==> src/rtl/lc3b_types.sv <==
// Shared types for the instruction/data cache to physical-memory arbiter.
package lc3b_types;

  localparam int LC3B_LINE_W = 128;

  typedef logic [15:0]            lc3b_word;
  typedef logic [LC3B_LINE_W-1:0] lc3b_c_line;

  typedef enum logic [1:0] {
    IDLE,
    SERVE_I,
    SERVE_D
  } lc3b_arb_state;

  typedef enum logic {
    GRANT_I,
    GRANT_D
  } lc3b_grant;

endpackage

==> src/rtl/sat_counter.sv <==
// Up-counter that sticks at all-ones instead of wrapping.
module sat_counter #(
  parameter int CNT_W = 16
) (
  input  logic             clk,
  input  logic             reset,
  input  logic             inc,
  output logic [CNT_W-1:0] count
);

  logic [CNT_W-1:0] count_q, count_d;

  always_comb begin
    count_d = count_q;
    if (inc && (count_q != '1)) count_d = count_q + 1'b1;
  end

  always_ff @(posedge clk or posedge reset) begin
    if (reset) count_q <= '0;
    else       count_q <= count_d;
  end

  assign count = count_q;

endmodule

==> src/rtl/mem_arbiter.sv <==
// Two-client arbiter sharing one physical-memory port between I-cache and D-cache.
// Contended grants alternate; every transaction is followed by one IDLE cycle.
module mem_arbiter
  import lc3b_types::*;
#(
  parameter int LINE_W = 128,
  parameter int CNT_W  = 16
) (
  input  logic              clk,
  input  logic              reset,
  input  logic              i_pmem_read,
  input  lc3b_word          i_pmem_address,
  output logic [LINE_W-1:0] i_pmem_rdata,
  output logic              i_pmem_resp,
  input  logic              d_pmem_read,
  input  logic              d_pmem_write,
  input  lc3b_word          d_pmem_address,
  input  logic [LINE_W-1:0] d_pmem_wdata,
  output logic [LINE_W-1:0] d_pmem_rdata,
  output logic              d_pmem_resp,
  output logic              pmem_read,
  output logic              pmem_write,
  output lc3b_word          pmem_address,
  output logic [LINE_W-1:0] pmem_wdata,
  input  logic [LINE_W-1:0] pmem_rdata,
  input  logic              pmem_resp,
  output logic [CNT_W-1:0]  i_grant_cnt,
  output logic [CNT_W-1:0]  d_grant_cnt
);

  lc3b_arb_state state_q, state_d;
  lc3b_grant     last_q, last_d;
  logic          i_req, d_req;
  logic          i_done, d_done;

  assign i_req  = i_pmem_read;
  assign d_req  = d_pmem_read | d_pmem_write;
  assign i_done = (state_q == SERVE_I) & pmem_resp;
  assign d_done = (state_q == SERVE_D) & pmem_resp;

  // D wins a tie unless it was the last one served
  always_comb begin
    state_d = state_q;
    last_d  = last_q;
    unique case (state_q)
      IDLE: begin
        if (d_req && (!i_req || (last_q == GRANT_I))) state_d = SERVE_D;
        else if (i_req)                                state_d = SERVE_I;
      end
      SERVE_I: begin
        if (pmem_resp) begin
          state_d = IDLE;
          last_d  = GRANT_I;
        end
      end
      SERVE_D: begin
        if (pmem_resp) begin
          state_d = IDLE;
          last_d  = GRANT_D;
        end
      end
      default: state_d = IDLE;
    endcase
  end

  always_ff @(posedge clk or posedge reset) begin
    if (reset) begin
      state_q <= IDLE;
      last_q  <= GRANT_I;
    end else begin
      state_q <= state_d;
      last_q  <= last_d;
    end
  end

  always_comb begin
    pmem_read    = 1'b0;
    pmem_write   = 1'b0;
    pmem_address = '0;
    pmem_wdata   = '0;
    i_pmem_resp  = 1'b0;
    d_pmem_resp  = 1'b0;
    unique case (state_q)
      SERVE_I: begin
        pmem_read    = 1'b1;
        pmem_address = i_pmem_address;
        i_pmem_resp  = pmem_resp;
      end
      SERVE_D: begin
        pmem_read    = d_pmem_read & ~d_pmem_write;
        pmem_write   = d_pmem_write;
        pmem_address = d_pmem_address;
        pmem_wdata   = d_pmem_wdata;
        d_pmem_resp  = pmem_resp;
      end
      default: ;
    endcase
  end

  assign i_pmem_rdata = pmem_rdata;
  assign d_pmem_rdata = pmem_rdata;

  sat_counter #(.CNT_W(CNT_W)) u_i_cnt (
    .clk   (clk),
    .reset (reset),
    .inc   (i_done),
    .count (i_grant_cnt)
  );

  sat_counter #(.CNT_W(CNT_W)) u_d_cnt (
    .clk   (clk),
    .reset (reset),
    .inc   (d_done),
    .count (d_grant_cnt)
  );

endmodule

==> config.mk <==
export PLATFORM = sky130hd
export DESIGN_NAME = mem_arbiter
export DESIGN_NICKNAME = d
export VERILOG_FILES = /design/src/rtl/lc3b_types.sv /design/src/rtl/sat_counter.sv /design/src/rtl/mem_arbiter.sv
export SDC_FILE = /design/constraint.sdc
export NUM_CORES = 1
export LEC_CHECK = 0
export BUFFER_PORTS_ARGS = -buffer_cell sky130_fd_sc_hd__buf_2
export CAP_MARGIN = 30
export CORE_AREA = 2 2 288 290
export DETAILED_ROUTE_END_ITERATION = 16
export DIE_AREA = 0 0 290 292
export GPL_ROUTABILITY_DRIVEN = 0
export GPL_TIMING_DRIVEN = 0
export SLEW_MARGIN = 40
export SYNTH_ARGS = -nofsm -noshare
export SYNTH_HDL_FRONTEND = slang
export SYNTH_SLANG_ARGS = --single-unit
==> constraint.sdc <==
create_clock -name clk -period 3.8 [get_ports clk]
set_clock_uncertainty 0.05 [all_clocks]
set_input_delay 0.76 -clock clk [delete_from_list [all_inputs] [get_ports clk]]
set_output_delay 0.76 -clock clk [all_outputs]
set_load 0.005 [all_outputs]
==> key figures, run 1 <==
Yosys
  – Multiplexer area fraction after synthesis: less than 1%
  – Largest area contributor in the netlist: buf_4
  – Top FF cell, synth: dfrtp_1
  – Mapped Cells: 598
  – Post-synthesis adder-cell area fraction: 1.57%
  – Mean post-synth cell area: 8.02 sq um
  – Cell variety after synth: 40
  – Most common library cells after synthesis: buf_4, and2_1, dfrtp_1, clkbuf_1
  – FF+latch count, synth: 35
  – Xor/xnor share of the synthesized area: 4.93%
  – Register area share after synthesis: 18.3%
  – Synth top area cells: buf_4, dfrtp_1, and2_1
  – Top-count cell post-synth: buf_4
  – Compound-gate portion of the synthesized area: 4.51%
  – Main combinational cell family by area after synthesis: buffers and inverters
  – FFs w/ async S/R, synth: between 90% and 100%
  – Mapped cell area: between 4000 and 5000 sq um
  – Simple-gate portion of the synthesized area: 27.8%
  – Ys Warns: 0
  – Top-area cell type share of the netlist area: 40.1%
  – EDFF count, synth: 0
  – Mapped Nets: 898

Global routing
  – Total gr overflow: 0
  – Vias in the first global route: 5700
  – Antenna violations before repair: 32
  – All-Layer GR Usage: 8.04%
  – First-pass GRT wire length: 46300 microns
  – Largest net degree at the start of global routing: 20

Setup path
  – CP Launch Point: state_q[0]$_DFFE_PP0P_
  – FF-to-FF path depth: 8
  – Peak fanout along the critical path: 10
  – Critical Path End Type: output port
  – Reg-to-reg startpoint: state_q[1]$_DFFE_PP0P_
  – Worst Path Required: 2990 ps
  – Crit path DAT: 2600 ps
  – FF-to-FF setup slack: 1180 ps
  – Critical path startpoint category: flip-flop
  – RR Endpoint: u_i_cnt.count[3]$_DFFE_PP0P_
  – Kind of critical path: flip-flop to output port

Routing
  – Routed vias: 6168
  – Vias per inst: ~2.7
  – First-pass iteration count of the detailed router: 4
  – Total routed wirelength: 35900 microns
  – Iteration-0 DRC count of the detailed router: 183
  – Routed Antenna Nets: 0
  – Post-route DRC: 0
  – Routed len/inst: 15.7 microns

Floorplanning
  – Site row count: 105
  – Die Span Y: around 290 microns
  – Die Wd: between 200 and 300 microns
  – Core area: 81600 sq um
  – Die area: 84700 sq um
  – Io pins: 730
  – Starting density of the core: 5.88%

Placement
  – PortBufs: between 600 and 700
  – Placed Area: 9170 sq um
  – DP Wirelength: 33300 microns

STA
  – Final setup fails: 0
  – Slew HR: between 50% and 60%
  – Hold violation total from the final report: 0
  – Fmax: approximately 0.29 GHz
  – Period utilization: 89.9%
  – RSZ-0062 raised after global routing: no
  – Actual slew at the worst max-slew pin: 667 ps
  – Fin Setup TNS: 0 ps
  – Post-layout minimum cycle time: approximately 3400 ps
  – Max Slew Vio Count: 0

CTS
  – Hold-fix buffers, CTS: 0
  – Clk slew on worst S/H paths: 80 ps
  – CTS HTree Levels: 2
  – Clock Tree Root: clkbuf_16
  – Num CTS Buffers: 5
  – TritonCTS clock tree: done
  – CTS sink cnt: 35
  – Worst-Skew Late Latency: 310 ps
  – CTS Buffer Depth: 2

Layout
  – Fillers: 9492
  – Cell area after layout: 9370 sq um
  – Util after Layout: 11.5%
  – Fin nets: 1507
  – Area delta synth->final: 95.4%
  – Layout cells sized above 1: about 73%

Run status
  – Status: complete, no violations

Flow run
  – Maxcap violations: 0

Power and ir drop
  – Power density over the cells: 326 nW/um^2
  – Worst VDD drop: 0.187 mV
  – P_leak: between 5 and 6 nW

Min path
  – Min-delay worst type: input port to asynchronous set/reset pin
[worst max path at each step]
stage                                end  slack (ps)  cells past startpoint
after floorplan                pmem_read        1610                      7
after detailed placement  pmem_wdata[44]         420                      6
after global placement    pmem_wdata[44]         470                      6
final                     pmem_wdata[44]         390                      6
after CTS                 pmem_wdata[44]          40                      6
after global routing      pmem_wdata[44]         170                      6
[layer usage]
layer	vias up	wire, microns	global-route usage [%]
li1	2888	-	-
met2	489	17700	14.1
met5	-	68	0
met1	2686	12500	8.29
met4	10	2160	4.88
met3	95	3530	2.76
[where the power goes]
part	internal [W]	total (W)	switching (W)
Combinational	0.000963	0.00199	0.00103
Sequential	0.000432	0.000520	0.0000878
Clock	0.000328	0.000540	0.000212
[critical path, stage by stage, from the launching register on]
cell	delay (ps)
dfrtp_1	410
inv_1	120
ha_2	430
clkbuf_1	550
clkbuf_1	400
and2_1	190
buf_2	180
[repair_timing]
action	in CTS	in global routing
gates resized for setup	0	1
endpoints found under the setup margin	0	7
setup buffers	0	0
[cell type report]
type / instances / area (sq um) / area share [%]
diodes: 11 / 27.5 / 0.294
plain buffers: 276 / 2000 / 21.3
clock buffers: 6 / 139 / 1.48
clock inverters: 2 / 35.0 / 0.374
inverters: 6 / 25.0 / 0.267
multi-input cells: 281 / 1900 / 20.3
flip-flops and latches: 35 / 876 / 9.35
well taps: 1070 / 1340 / 14.3
repair buffers: 602 / 3030 / 32.3
[metrics by stage]
| stage | cells | power, W | worst slack (ps) | hold WS, ps |
|---|---|---|---|---|
| after floorplan | 598 | 0.00145 | 1610 | 416 |
| after global placement | 2269 | 0.00253 | 469 | 429 |
| after detailed placement | 2270 | 0.00255 | 416 | 434 |
| after CTS | 2278 | 0.00313 | 44.4 | 309 |
| after global routing | 2287 | 0.00329 | 165 | 325 |
| final | 2289 | 0.00305 | 385 | 325 |
[sequential cells by signal, summed over array words and instances, names as in the netlist]
register and flops:
last_q 1, state_q 2, u_d_cnt.count 16, u_i_cnt.count 16
[cell families (layout without fill, tap and decap cells)]
group,after synthesis,after routing
other,0,11
adder cells (fa/ha/maj),6,6
buffers and inverters,282,892
XOR/XNOR,27,27
AO/OA/AOI/OAI,29,29
flip-flops,35,35
AND/OR/NAND/NOR,216,216
multiplexers,3,3
[placed cells by master (no fill, tap or decap), types with 5 or more instances in the layout]
cell	instances
a22oi_1	16
and2_1	132
buf_2	603
buf_4	256
clkbuf_1	17
clkbuf_16	5
dfrtp_1	35
diode_2	11
ha_1	5
nand2_1	16
nand3_1	9
nand4_1	12
nor2_1	7
nor2b_1	16
xnor2_1	13
xor2_1	14
Power figures use the tool's default switching activity.
==> run 2, diff against run 1 <==
==> constraint.sdc (replaced) <==
create_clock -name clk -period 4.3 [get_ports clk]
set_clock_uncertainty 0.05 [all_clocks]
set_input_delay 0.86 -clock clk [delete_from_list [all_inputs] [get_ports clk]]
set_output_delay 0.86 -clock clk [all_outputs]
set_load 0.005 [all_outputs]
==> run 2 against run 1 <==
  * Sequential cell count unchanged
  * Power down 12%
  * Final cell count unchanged
  * Critical path depth unchanged
  * Register-to-register slack better by 510 ps
  * Largest power group unchanged
==> key figures, run 2 (synthesis results as in run 1) <==
Setup path
  – Critical Path End Type: output port
  – Critical path startpoint category: flip-flop
  – Peak fanout along the critical path: 10
  – Kind of critical path: flip-flop to output port
  – Crit path DAT: about 2800 ps
  – RR Endpoint: u_i_cnt.count[3]$_DFFE_PP0P_
  – FF-to-FF setup slack: between 1500 and 2000 ps
  – Reg-to-reg startpoint: state_q[1]$_DFFE_PP0P_
  – Worst Path Required: around 3400 ps
  – FF-to-FF path depth: 8

Layout
  – Fin nets: between 1500 and 2000
  – Area delta synth->final: 95.3%
  – Util after Layout: 11.5%
  – Layout cells sized above 1: 72.6%
  – Multi-input logic area: 1900 sq um
  – Fillers: ~9500
  – Commonest non-fill, non-tap cell in the layout: buf_2
  – Seq. cell area: about 880 sq um
  – Most frequent cells in the layout: buf_2, buf_4, and2_1

Floorplanning
  – Die area: 84700 sq um
  – Site row count: 105
  – Die Span Y: a little under 300 microns
  – Starting density of the core: 5.88%
  – Core area: 81600 sq um
  – Io pins: 730
  – Die Wd: 290 microns

Placement
  – Pre-CTS WS: 816 ps
  – DP Wirelength: 33300 microns
  – PortBufs: between 600 and 700

CTS
  – Num CTS Buffers: 5
  – CTS sink cnt: 35
  – CTS HTree Levels: 2
  – Clock Tree Root: clkbuf_16
  – CTS Buffer Depth: 2
  – Worst-Skew Late Latency: 310 ps
  – Resized cells post-CTS: 0
  – TritonCTS clock tree: done
  – Setup Fix Bufs, Post-CTS: 0
  – Hold-fix buffers, CTS: 0
  – Clk slew on worst S/H paths: roughly 80 ps

STA
  – Post-layout minimum cycle time: 3700 ps
  – Final setup fails: 0
  – Actual slew at the worst max-slew pin: roughly 670 ps
  – Slew HR: 55.2%
  – Fmax: around 0.27 GHz
  – Setup WS post-layout: 600 ps
  – Period utilization: between 80% and 90%
  – Max Slew Vio Count: 0
  – Fin Setup TNS: 0 ps
  – RSZ-0062 raised after global routing: no
  – Hold violation total from the final report: 0

Power and ir drop
  – P_leak: 5.22 nW
  – Power density over the cells: 288 nW/um^2
  – Worst VDD drop: between 0.15 and 0.2 mV

Routing
  – Routed vias: 6169
  – Post-route DRC: 0
  – Iteration-0 DRC count of the detailed router: ~180
  – Vias per inst: 2.70
  – First-pass iteration count of the detailed router: 4
  – Routed len/inst: between 15 and 20 microns
  – Total routed wirelength: roughly 36000 microns
  – Routed Antenna Nets: 0

Global routing
  – Largest net degree at the start of global routing: 20
  – Vias in the first global route: 5700
  – Top Usage Layer GRT: met2
  – Total gr overflow: 0
  – All-Layer GR Usage: 8.04%
  – Met2 Use GR: 14.1%
  – Antenna violations before repair: 32
  – First-pass GRT wire length: between 40000 and 50000 microns
  – GR Util met1: 8.29%
  – Met3 usage: under 10%

Min path
  – Min-delay worst type: input port to asynchronous set/reset pin

Flow run
  – Maxcap violations: 0

Run status
  – Status: complete, no violations
## run 2: cell counts in the layout (fill, tap and decap cells not counted)
No cell type changed its count.
## run 2: routing by layer
metal	part of all wire (%)	vias up
met2	49	489
met1	35	2687
li1	-	2888
met5	0.19	-
met4	6.0	10
met3	9.8	95
## run 2: layout make-up
| type | count | share of cell area [%] |
|---|---|---|
| sequential | 35 | 9.35 |
| clock inverter | 2 | 0.374 |
| clock buffer | 6 | 1.48 |
| multi-input combinational | 281 | 20.3 |
| timing repair buffer | 602 | 32.3 |
| tap | 1070 | 14.3 |
| buffer | 276 | 21.3 |
| inverter | 6 | 0.267 |
| antenna | 11 | 0.294 |
## run 2: worst max path at each step
stage                                 startpoint  cells past startpoint  slack, ps             end
final                     state_q[0]$_DFFE_PP0P_                      6        600  pmem_wdata[44]
after CTS                 state_q[0]$_DFFE_PP0P_                      6        440  pmem_wdata[44]
after detailed placement  state_q[0]$_DFFE_PP0P_                      6        820  pmem_wdata[44]
after floorplan           state_q[0]$_DFFE_PP0P_                      7       2010       pmem_read
after global routing      state_q[0]$_DFFE_PP0P_                      6        330  pmem_wdata[44]
after global placement    state_q[0]$_DFFE_PP0P_                      6        870  pmem_wdata[44]
## run 2: worst max-delay path: stages (launching register included)
cell and delay (ps):
dfrtp_1 410, inv_1 110, ha_1 600, clkbuf_1 570, clkbuf_1 400, and2_1 190, buf_2 180
## run 2: power by group
group / leakage, nW / switching, W / internal (W)
Clock: 0.0869 / 0.000188 / 0.000290
Combinational: 4.66 / 0.000911 / 0.000850
Sequential: 0.471 / 0.0000774 / 0.000382
## run 2: per-stage QoR
| step | area, sq um | hold WS (ps) | total power (W) | cells |
|---|---|---|---|---|
| after floorplan | 4800 | 416 | 0.00128 | 598 |
| after global placement | 9140 | 429 | 0.00224 | 2269 |
| after detailed placement | 9170 | 434 | 0.00225 | 2270 |
| after CTS | 9340 | 409 | 0.00277 | 2278 |
| after global routing | 9360 | 425 | 0.00291 | 2287 |
| final | 9370 | 425 | 0.00270 | 2289 |
==> run 3, diff against run 2 <==
--- a/config.mk
+++ b/config.mk
@@ -12,6 +12,8 @@
 export DIE_AREA = 0 0 290 292
 export GPL_ROUTABILITY_DRIVEN = 0
 export GPL_TIMING_DRIVEN = 0
+export PLACE_DENSITY_LB_ADDON = 0.12
+export SKIP_LAST_GASP = 1
 export SLEW_MARGIN = 40
 export SYNTH_ARGS = -nofsm -noshare
 export SYNTH_HDL_FRONTEND = slang
==> run 3 against run 2 <==
  * Final cell count down 0.13%
  * Sequential power up 2%
  * Maximum frequency about the same
  * Combinational power up 11%
==> key figures, run 3 (synthesis results as in run 1) <==
Run status
  – Status: complete, no violations

Power and ir drop
  – Worst VDD drop: 0.120 mV
  – Overall Power: 0.00278 W
  – P_leak: 5.20 nW
  – Power density over the cells: 298 nW/um^2

Setup path
  – Critical Path End Type: output port
  – Slowest cell delay on critical path: 570 ps
  – Kind of critical path: flip-flop to output port
  – Worst Path Required: 3390 ps
  – CP delay by family, top: buffers and inverters
  – Crit-path most repeated cell: clkbuf_1
  – Slowest CP cell: clkbuf_1
  – Critical path startpoint category: flip-flop
  – Peak fanout along the critical path: 10
  – Critical-path cell list: inv_1 > ha_2 > clkbuf_1 > clkbuf_1 > and2_1 > buf_2
  – Crit path DAT: 2790 ps
  – Buf+Inv Stages, Crit Path: 4

Routing
  – Vias per inst: ~2.7
  – Routed vias: around 6000
  – Routed len/inst: 18.9 microns
  – Total routed wirelength: ~43000 microns
  – Post-route DRC: 0
  – Routed Antenna Nets: 0
  – First-pass iteration count of the detailed router: 4
  – Iteration-0 DRC count of the detailed router: roughly 170

STA
  – Final setup fails: 0
  – RSZ-0062 raised after global routing: no
  – Hold violation total from the final report: 0
  – Post-layout minimum cycle time: 3700 ps
  – Slew HR: 55.4%
  – Actual slew at the worst max-slew pin: about 670 ps
  – Period utilization: 86.1%
  – Fmax: 0.270 GHz
  – Max Slew Vio Count: 0
  – Fin Setup TNS: 0 ps

Flow run
  – Maxcap violations: 0

Global routing
  – Vias in the first global route: 6068
  – Total gr overflow: 0
  – Antenna violations before repair: 26
  – All-Layer GR Usage: 9.61%
  – First-pass GRT wire length: 55700 microns
  – Largest net degree at the start of global routing: 35

Floorplanning
  – Core area: 81600 sq um
  – Die Span Y: 292 microns
  – Site row count: 105
  – Io pins: 730
  – Die area: between 80000 and 90000 sq um
  – Die Wd: between 200 and 300 microns
  – Starting density of the core: 5.88%

Layout
  – Area delta synth->final: 94.4%
  – Layout cells sized above 1: 72.5%
  – Commonest non-fill, non-tap cell in the layout: buf_2
  – Most frequent cells in the layout: buf_2, buf_4, and2_1
  – Fin nets: around 1500
  – Cell area after layout: 9330 sq um

CTS
  – Clock Tree Root: clkbuf_16
  – Resized cells post-CTS: 0
  – CTS sink cnt: 35
  – Num CTS Buffers: 5
  – Worst-Skew Late Latency: just under 300 ps
  – Setup Fix Bufs, Post-CTS: 0
  – CTS Buffer Depth: 2
  – TritonCTS clock tree: done
  – CTS HTree Levels: 2
  – Hold-fix buffers, CTS: 0
  – Clk slew on worst S/H paths: 60 ps

Placement
  – Placed Area: 9170 sq um
  – PortBufs: about 600
  – DP Wirelength: 40300 microns

Min path
  – Min-delay worst type: input port to asynchronous set/reset pin
run 3: per-stage QoR:
| step | hold WS, ps | instances | util [%] | setup slack [ps] |
|---|---|---|---|---|
| after floorplan | 416 | 598 | - | 2010 |
| after global placement | 437 | 2269 | 11.2 | 421 |
| after detailed placement | 437 | 2270 | 11.2 | 691 |
| after CTS | 355 | 2278 | 11.4 | 352 |
| after global routing | 364 | 2281 | 11.4 | 340 |
| final | 371 | 2286 | 11.4 | 599 |
run 3: path summary, 6_finish.rpt:
check                                              startpoint                       endpoint  slack [ps]  cells after the start
worst max register to register         state_q[0]$_DFFE_PP0P_  u_d_cnt.count[15]$_DFFE_PP0P_        1870                      7
worst min register to register  u_d_cnt.count[15]$_DFFE_PP0P_  u_d_cnt.count[15]$_DFFE_PP0P_         440                      1
min in group clk                u_d_cnt.count[15]$_DFFE_PP0P_  u_d_cnt.count[15]$_DFFE_PP0P_         440                      1
max in group asynchronous                               reset   u_i_cnt.count[7]$_DFFE_PP0P_        3450                      3
worst min-delay path                                    reset  u_d_cnt.count[11]$_DFFE_PP0P_         370                      2
worst max-delay path                   state_q[0]$_DFFE_PP0P_                 pmem_wdata[92]         600                      6
run 3: area by class of cell:
class	count	area, sq um
inverter	6	25.0
timing repair buffer	602	3030
buffer	276	2000
sequential	35	876
fill	9592	72300
clock inverter	1	5.00
tap	1070	1340
antenna	8	20.0
multi-input combinational	281	1900
clock buffer	7	133
run 3: layer usage:
layer / vias to the layer above / global-route usage (%) / share of wire [%]
met3: 43 / 4.03 / 9.5
met4: 18 / 2.27 / 1.8
li1: 2883 / - / -
met1: 2767 / 10.5 / 38
met5: - / 0 / 0.24
met2: 398 / 17.2 / 51
run 3: power by group:
part           leakage (nW)  total (W)  switching [W]  internal (W)
Clock                0.0679   0.000361       0.000146      0.000214
Combinational          4.66    0.00195        0.00109      0.000856
Sequential            0.471   0.000467      0.0000850      0.000382
Total                  5.20    0.00278        0.00133       0.00145
